===== src/rtl/shift_rows_stream_if.sv =====
// Byte-stream interface for the ShiftRows engine.
// Carries both the upstream handshake (in_byte/in_valid/in_ready/in_mode)
// and the downstream handshake (out_byte/out_valid/out_ready/out_last),
// plus the busy status flag.
//   master : the environment side (drives input stream, accepts output)
//   slave  : the engine side
interface shift_rows_stream_if #(
  parameter int unsigned DATA_W = 8
);
  logic [DATA_W-1:0] in_byte;
  logic              in_valid;
  logic              in_ready;
  logic              in_mode;
  logic [DATA_W-1:0] out_byte;
  logic              out_valid;
  logic              out_ready;
  logic              out_last;
  logic              busy;

  modport master (
    output in_byte, in_valid, in_mode, out_ready,
    input  in_ready, out_byte, out_valid, out_last, busy
  );

  modport slave (
    input  in_byte, in_valid, in_mode, out_ready,
    output in_ready, out_byte, out_valid, out_last, busy
  );
endinterface


===== src/rtl/shift_rows_stream.sv =====
// Byte-serial AES ShiftRows / InvShiftRows engine with ping-pong banks.
// Ports:
//   clk  - clock, rising edge
//   rst  - asynchronous active-high reset
//   bus  - slave side of shift_rows_stream_if (input stream with per-block
//          mode, permuted output stream with last flag, busy status)
// Parameters: NB (4, 6 or 8 columns), DATA_W (symbol width).
module shift_rows_stream #(
  parameter int unsigned NB     = 4,
  parameter int unsigned DATA_W = 8
) (
  input logic               clk,
  input logic               rst,
  shift_rows_stream_if.slave bus
);
  localparam int unsigned S     = 4 * NB;
  localparam int unsigned CNT_W = $clog2(S);
  localparam int unsigned COL_W = $clog2(NB);
  localparam logic [COL_W:0]   NBW   = (COL_W+1)'(NB);
  localparam logic [CNT_W-1:0] LAST  = CNT_W'(S - 1);

  if (NB != 4 && NB != 6 && NB != 8) begin : g_bad_nb
    $error("shift_rows_stream: NB must be 4, 6 or 8");
  end

  // Row shift amount; NB=8 uses the wider 0,1,3,4 offsets
  function automatic logic [COL_W:0] f_shift(input logic [1:0] row);
    case (row)
      2'd0:    f_shift = '0;
      2'd1:    f_shift = (COL_W+1)'(1);
      2'd2:    f_shift = (NB == 8) ? (COL_W+1)'(3) : (COL_W+1)'(2);
      default: f_shift = (NB == 8) ? (COL_W+1)'(4) : (COL_W+1)'(3);
    endcase
  endfunction

  logic [DATA_W-1:0] r_mem [2][S];
  logic [1:0]        r_full;
  logic [1:0]        r_mode;
  logic              r_wr_ptr;
  logic              r_rd_ptr;
  logic [CNT_W-1:0]  r_wr_cnt;
  logic [CNT_W-1:0]  r_rd_cnt;
  logic [DATA_W-1:0] r_out_byte;
  logic              r_out_valid;
  logic              r_out_last;
  logic              r_in_ready;
  logic              r_busy;

  logic              w_wr_fire;
  logic              w_rd_fire;
  logic [1:0]        w_full_nxt;
  logic              w_wr_ptr_nxt;
  logic              w_rd_ptr_nxt;
  logic [CNT_W-1:0]  w_wr_cnt_nxt;
  logic [CNT_W-1:0]  w_rd_cnt_nxt;
  logic [1:0]        w_row;
  logic [COL_W:0]    w_col;
  logic [COL_W:0]    w_sh;
  logic [COL_W:0]    w_src;
  logic [CNT_W-1:0]  w_rd_addr;

  assign w_wr_fire = bus.in_valid && r_in_ready;
  assign w_rd_fire = r_out_valid && bus.out_ready;

  // Next pointer/counter/bank-state; write and read never target the same bank
  always_comb begin
    w_full_nxt   = r_full;
    w_wr_ptr_nxt = r_wr_ptr;
    w_rd_ptr_nxt = r_rd_ptr;
    w_wr_cnt_nxt = r_wr_cnt;
    w_rd_cnt_nxt = r_rd_cnt;
    if (w_wr_fire) begin
      if (r_wr_cnt == LAST) begin
        w_full_nxt[r_wr_ptr] = 1'b1;
        w_wr_ptr_nxt         = ~r_wr_ptr;
        w_wr_cnt_nxt         = '0;
      end else begin
        w_wr_cnt_nxt = r_wr_cnt + CNT_W'(1);
      end
    end
    if (w_rd_fire) begin
      if (r_rd_cnt == LAST) begin
        w_full_nxt[r_rd_ptr] = 1'b0;
        w_rd_ptr_nxt         = ~r_rd_ptr;
        w_rd_cnt_nxt         = '0;
      end else begin
        w_rd_cnt_nxt = r_rd_cnt + CNT_W'(1);
      end
    end
  end

  // Source address for the next output index; wraps by compare/add, no multiply
  always_comb begin
    w_row = w_rd_cnt_nxt[1:0];
    w_col = (COL_W+1)'(w_rd_cnt_nxt[CNT_W-1:2]);
    w_sh  = f_shift(w_row);
    if (r_mode[w_rd_ptr_nxt]) begin
      w_src = (w_col < w_sh) ? (w_col + NBW - w_sh) : (w_col - w_sh);
    end else begin
      w_src = ((w_col + w_sh) >= NBW) ? (w_col + w_sh - NBW) : (w_col + w_sh);
    end
    w_rd_addr = {w_src[COL_W-1:0], w_row};
  end

  // Bank storage; contents are don't-care until the bank is FULL
  always_ff @(posedge clk) begin
    if (w_wr_fire) begin
      r_mem[r_wr_ptr][r_wr_cnt] <= bus.in_byte;
    end
  end

  // Control state and registered outputs (look-ahead read of the next entry)
  always_ff @(posedge clk or posedge rst) begin
    if (rst) begin
      r_full      <= '0;
      r_mode      <= '0;
      r_wr_ptr    <= 1'b0;
      r_rd_ptr    <= 1'b0;
      r_wr_cnt    <= '0;
      r_rd_cnt    <= '0;
      r_out_byte  <= '0;
      r_out_valid <= 1'b0;
      r_out_last  <= 1'b0;
      r_in_ready  <= 1'b1;
      r_busy      <= 1'b0;
    end else begin
      if (w_wr_fire && (r_wr_cnt == '0)) begin
        r_mode[r_wr_ptr] <= bus.in_mode;
      end
      r_full      <= w_full_nxt;
      r_wr_ptr    <= w_wr_ptr_nxt;
      r_rd_ptr    <= w_rd_ptr_nxt;
      r_wr_cnt    <= w_wr_cnt_nxt;
      r_rd_cnt    <= w_rd_cnt_nxt;
      if (w_full_nxt[w_rd_ptr_nxt]) begin
        r_out_byte <= r_mem[w_rd_ptr_nxt][w_rd_addr];
      end
      r_out_valid <= w_full_nxt[w_rd_ptr_nxt];
      r_out_last  <= w_full_nxt[w_rd_ptr_nxt] && (w_rd_cnt_nxt == LAST);
      r_in_ready  <= ~w_full_nxt[w_wr_ptr_nxt];
      r_busy      <= (|w_full_nxt) || (w_wr_cnt_nxt != '0);
    end
  end

  assign bus.out_byte  = r_out_byte;
  assign bus.out_valid = r_out_valid;
  assign bus.out_last  = r_out_last;
  assign bus.in_ready  = r_in_ready;
  assign bus.busy      = r_busy;
endmodule


===== src/flat_wrapper.sv =====
// flat-port wrapper written by rule: the top's interface ports become plain ports
module shift_rows_stream_flat 
#(
  parameter int unsigned NB     = 4,
  parameter int unsigned DATA_W = 8
)
  (clk, rst, bus_in_byte, bus_in_valid, bus_in_mode, bus_out_ready, bus_in_ready, bus_out_byte, bus_out_valid, bus_out_last, bus_busy);
  shift_rows_stream_if #(.DATA_W(DATA_W)) bus_i ();
  input logic clk;
  input logic rst;
  input wire logic [$bits(bus_i.in_byte)-1:0] bus_in_byte;
  input wire logic [$bits(bus_i.in_valid)-1:0] bus_in_valid;
  input wire logic [$bits(bus_i.in_mode)-1:0] bus_in_mode;
  input wire logic [$bits(bus_i.out_ready)-1:0] bus_out_ready;
  output wire logic [$bits(bus_i.in_ready)-1:0] bus_in_ready;
  output wire logic [$bits(bus_i.out_byte)-1:0] bus_out_byte;
  output wire logic [$bits(bus_i.out_valid)-1:0] bus_out_valid;
  output wire logic [$bits(bus_i.out_last)-1:0] bus_out_last;
  output wire logic [$bits(bus_i.busy)-1:0] bus_busy;
  assign bus_i.in_byte = bus_in_byte;
  assign bus_i.in_valid = bus_in_valid;
  assign bus_i.in_mode = bus_in_mode;
  assign bus_i.out_ready = bus_out_ready;
  assign bus_in_ready = bus_i.in_ready;
  assign bus_out_byte = bus_i.out_byte;
  assign bus_out_valid = bus_i.out_valid;
  assign bus_out_last = bus_i.out_last;
  assign bus_busy = bus_i.busy;
  shift_rows_stream #(.NB(NB), .DATA_W(DATA_W)) u_core (.clk(clk), .rst(rst), .bus(bus_i));
endmodule

===== config.mk =====
export PLATFORM = sky130hd
export DESIGN_NAME = shift_rows_stream_flat
export DESIGN_NICKNAME = d
export VERILOG_FILES = /design/src/rtl/shift_rows_stream_if.sv /design/src/rtl/shift_rows_stream.sv /design/src/flat_wrapper.sv
export SDC_FILE = /design/constraint.sdc
export NUM_CORES = 1
export LEC_CHECK = 0
export CAP_MARGIN = 10
export CORE_MARGIN = 3
export CORE_UTILIZATION = 39
export CTS_BUF_LIST = sky130_fd_sc_hd__clkbuf_2
export CTS_CLUSTER_DIAMETER = 100
export DETAILED_ROUTE_END_ITERATION = 8
export PLACE_DENSITY_LB_ADDON = 0.08
export RECOVER_POWER = 100
export SETUP_SLACK_MARGIN = 0.15
export SLEW_MARGIN = 25
export SYNTH_ARGS = -nofsm -noshare
export SYNTH_HDL_FRONTEND = slang
export SYNTH_SLANG_ARGS = --single-unit
export TNS_END_PERCENT = 1

===== constraint.sdc =====
create_clock -name clk -period 3.4 [get_ports clk]
set_input_delay 0.85 -clock clk [delete_from_list [all_inputs] [get_ports clk]]
set_output_delay 0.85 -clock clk [all_outputs]
set_load 0.1 [all_outputs]

==> results.tsv <==
metric	value	unit
share of post-route cells with drive strength above 1	18.90	%
Mapped Area	12320	µm²
Hold Buf Count CTS	0	
Worst Skew	0.08074	ns
Final Setup Violations	0	
Yosys cell types	65	
Static Leak	4.985	nW
Critical Path RT	4.18	ns
CTS tree	built	
PortBufs	24	
total vias in the final route	8954	
max-cap viol count	9	
Crit path top cell by count	ha_1	
Mapped Cells	915	
Synth Area in Simple Gates	10.24	%
Worst-path clk slew	0.11	ns
post-synthesis compound-gate area fraction	13.50	%
area of the multi-input gates	3597	µm²
Placed Cells	1380	
die span in x	183.7	µm
part of the Yosys area used for sequential elements	67.69	%
vias in the first global route	8764	
Slew Limit Fails	292	
DRC	0	
DP HPWL	25.27	mm
fin crit period	3.129	ns
non-filler cells, final	1505	
TritonCTS Buffers	74	
mean post-synth cell area	13.46	µm²
Core ar.	30830	µm²
Starting Density	39.96	%
Peak Freq	0.3196	GHz
final clock period utilization by the worst path	92.02	%
Slowest-stage cell, CP	dfrtp_1	
Crit. End Element	flip-flop	
Max clock buf depth	3	
GP Congestion	0.9225	
largest family of logic cells by synthesized area	compound AO/OA/AOI/OAI gates	
most instantiated library cell after synthesis	edfxtp_1	
Antenna Violating Nets Remaining	0	
Yosys reg bits	282	
largest cells by area after synthesis	edfxtp_1 62%, dfrtp_1 5.1%, mux2i_1 3.7%, nand2_1 3.0%, nand3_1 2.1%	
Synth warnings	0	
worst-path maximum fanout	8	
Overflow after GRT	0	
site row count	64	
critical path class	flip-flop to flip-flop	
FF+latch area	8342	µm²
CTS H-tree lvls	3	
pwr/cell area	756.4	nW/µm²
mux contribution to synthesized area	4.388	%
CP max stage delay	0.47	ns
initial antenna violation count	3	
pin count of the biggest net entering global routing	44	
FILL cells	2835	
CP bufs+invs	1	
worst slew pin tran	2.104	ns
Synth Area in XOR/XNOR	0.4672	%
Skew-Pair Late Insertion Delay	0.91	ns
failing checks	capacitance limit, slew limit	
Syn-to-layout area delta	14.37	%
worst slack at placement	-0.2393	ns
largest area contributor in the netlist	edfxtp_1	
Synth top cells by count	256 x edfxtp_1, 100 x nand2_1, 51 x nand3_1, 49 x nor2_1, 45 x mux2i_1	
DR iter-0 viols	1042	
Synth Flop Type	edfxtp_1	
critical-path cell list	ha_1 -> and3_2 -> o21a_1 -> inv_4 -> ha_1 -> nand3b_1 -> a41oi_1 -> o211ai_1 -> a21oi_2 -> nor3b_1 -> a221o_1	
DR pass1 iterations	5	
worst hold path type	flip-flop to flip-flop	
share of the synthesized area in the top cell type	62.40	%
IO Pins	25	
ys async rst share	9.220	%
wire length per cell	25.31	µm
Slew headroom	-40.28	%
Final #Nets	1080	
Syn Nets	935	
status	complete, but fails checks	
Die Span Y	183.7	µm
Clock Sinks	282	
Final WS setup	0.2713	ns
via/cell ratio	5.950	
GRT Util Overall	22.43	%
type of origin of the critical path	flip-flop	
unrepaired setup endpoints after global routing	yes	
peak supply drop	0.0003187	V
detailed-route wire length	38.10	mm
adder-cell share of the synthesized area	0.7109	%
global-route wire length before repair	55.32	mm
Worst path top cell family by delay	compound AO/OA/AOI/OAI gates	
Root Driver	clkbuf_2	
final-report hold violation count	0	
critical path data arrival time	3.91	ns
EDFF count, synth	256	
Die Area	33760	µm²
[kinds of logic (layout without fill, tap and decap cells)]
| group | Yosys count | in the layout |
|---|---|---|
| muxes | 51 | 51 |
| other | 0 | 3 |
| DFF | 282 | 282 |
| xor gates and xnor gates | 5 | 5 |
| AOI/OAI and AO/OA | 228 | 228 |
| buffers and inverters | 74 | 265 |
| adders and majority gates | 7 | 7 |
| and+or+nand+nor | 268 | 268 |
[layout by cell type, fill, tap and decap left out, types with 6 or more instances in the layout]
master         netlist  layout
a211o_1             11      11
a211oi_1            10      10
a21oi_1             42      42
a221o_1             10      10
a221oi_1            18      18
a31oi_1             15      15
and3_1               9       8
buf_12               0      10
buf_4                4      56
clkbuf_1            35      48
clkbuf_2             0     107
clkinv_1             1      10
dfrtp_1             25      23
dlygate4sd3_1        0       9
edfxtp_1           256     256
ha_1                 7       7
inv_1                6       6
mux2i_1             45      45
nand2_1            100     100
nand3_1             51      53
nand4_1             12      12
nor2_1              49      49
nor3_1              14      15
o21ai_0             31      31
o221ai_1            29      29
o22ai_1             15      15
or3_1                9       9
[worst reg2reg max path, delay by kind of cell, from the launching register on]
family          cells  cell delay (ns)
fa+ha+maj           2             0.50
buf+inv             1             0.10
flops               1             0.47
simple gates        3             0.70
compound gates      5             1.25
[final timing paths]
check,from,to,slack (ns),depth (start not counted)
hold reg to reg,u_core.bus.out_byte[3]$_DFFE_PP0P_,u_core.bus.out_byte[3]$_DFFE_PP0P_,0.58,1
max in group asynchronous,rst,u_core.r_rd_ptr$_DFF_PP0_,1.48,3
setup / recovery,u_core.r_rd_cnt[1]$_DFF_PP0_,u_core.bus.out_byte[7]$_DFFE_PP0P_,0.27,11
min in group asynchronous,rst,u_core.r_rd_cnt[1]$_DFF_PP0_,0.89,3
hold / removal,u_core.bus.out_byte[3]$_DFFE_PP0P_,u_core.bus.out_byte[3]$_DFFE_PP0P_,0.58,1
setup reg to reg,u_core.r_rd_cnt[1]$_DFF_PP0_,u_core.bus.out_byte[7]$_DFFE_PP0P_,0.27,11
[where the power goes]
part           switching, mW  leakage (nW)  internal [mW]
Sequential             0.245          2.63           4.06
Combinational           2.73          1.87           1.34
Clock                   1.39         0.483          0.897
Total                   4.36          4.99           6.29
[final cells by class]
type,instances,share of cell area [%]
timing repair buffer,132,6.793
multi-input combinational,559,25.53
inverter,11,0.3374
antenna,3,0.05328
clock buffer,102,3.623
sequential,282,59.20
clock inverter,20,0.9413
tap,396,3.517
[what timing repair did]
action / 4_1_cts / 5_1_grt
buffers inserted: 0 / 0
setup endpoints to repair: 0 / 8
gates resized for setup: 0 / 5
[per-layer routing]
layer,vias up,global-route usage (%),wire [µm]
li1,3949,-,-
met5,-,0,13
met4,2,8.074,1139
met2,469,33.60,16650
met3,77,6.074,3377
met1,4457,31.68,16910
[per-stage QoR]
step	TNS, ns	power, mW	instance area (µm²)	util, %	hold WS (ns)
detailed placement	-1.573	8.471	13660	44.30	0.5766
finish	0	10.66	14090	45.70	0.5773
CTS	0	10.76	14300	46.38	0.2774
global route	0	11.18	14090	45.69	0.5558
floorplan	0	6.758	12330	-	0.5264
global placement	-1.127	8.421	13660	44.30	0.5788
[flip-flops by register name, summed over array words and instances (netlist names)]
name	cells
u_core.r_wr_cnt	4
u_core.r_full	2
u_core.bus.out_byte	8
u_core.r_mode	2
u_core.r_mem	256
u_core.bus.busy	1
u_core.bus.in_ready	1
u_core.r_rd_cnt	4
u_core.r_rd_ptr	1
u_core.bus.out_last	1
u_core.r_wr_ptr	1
u_core.bus.out_valid	1
No activity file was read; power rests on OpenSTA's default activity.
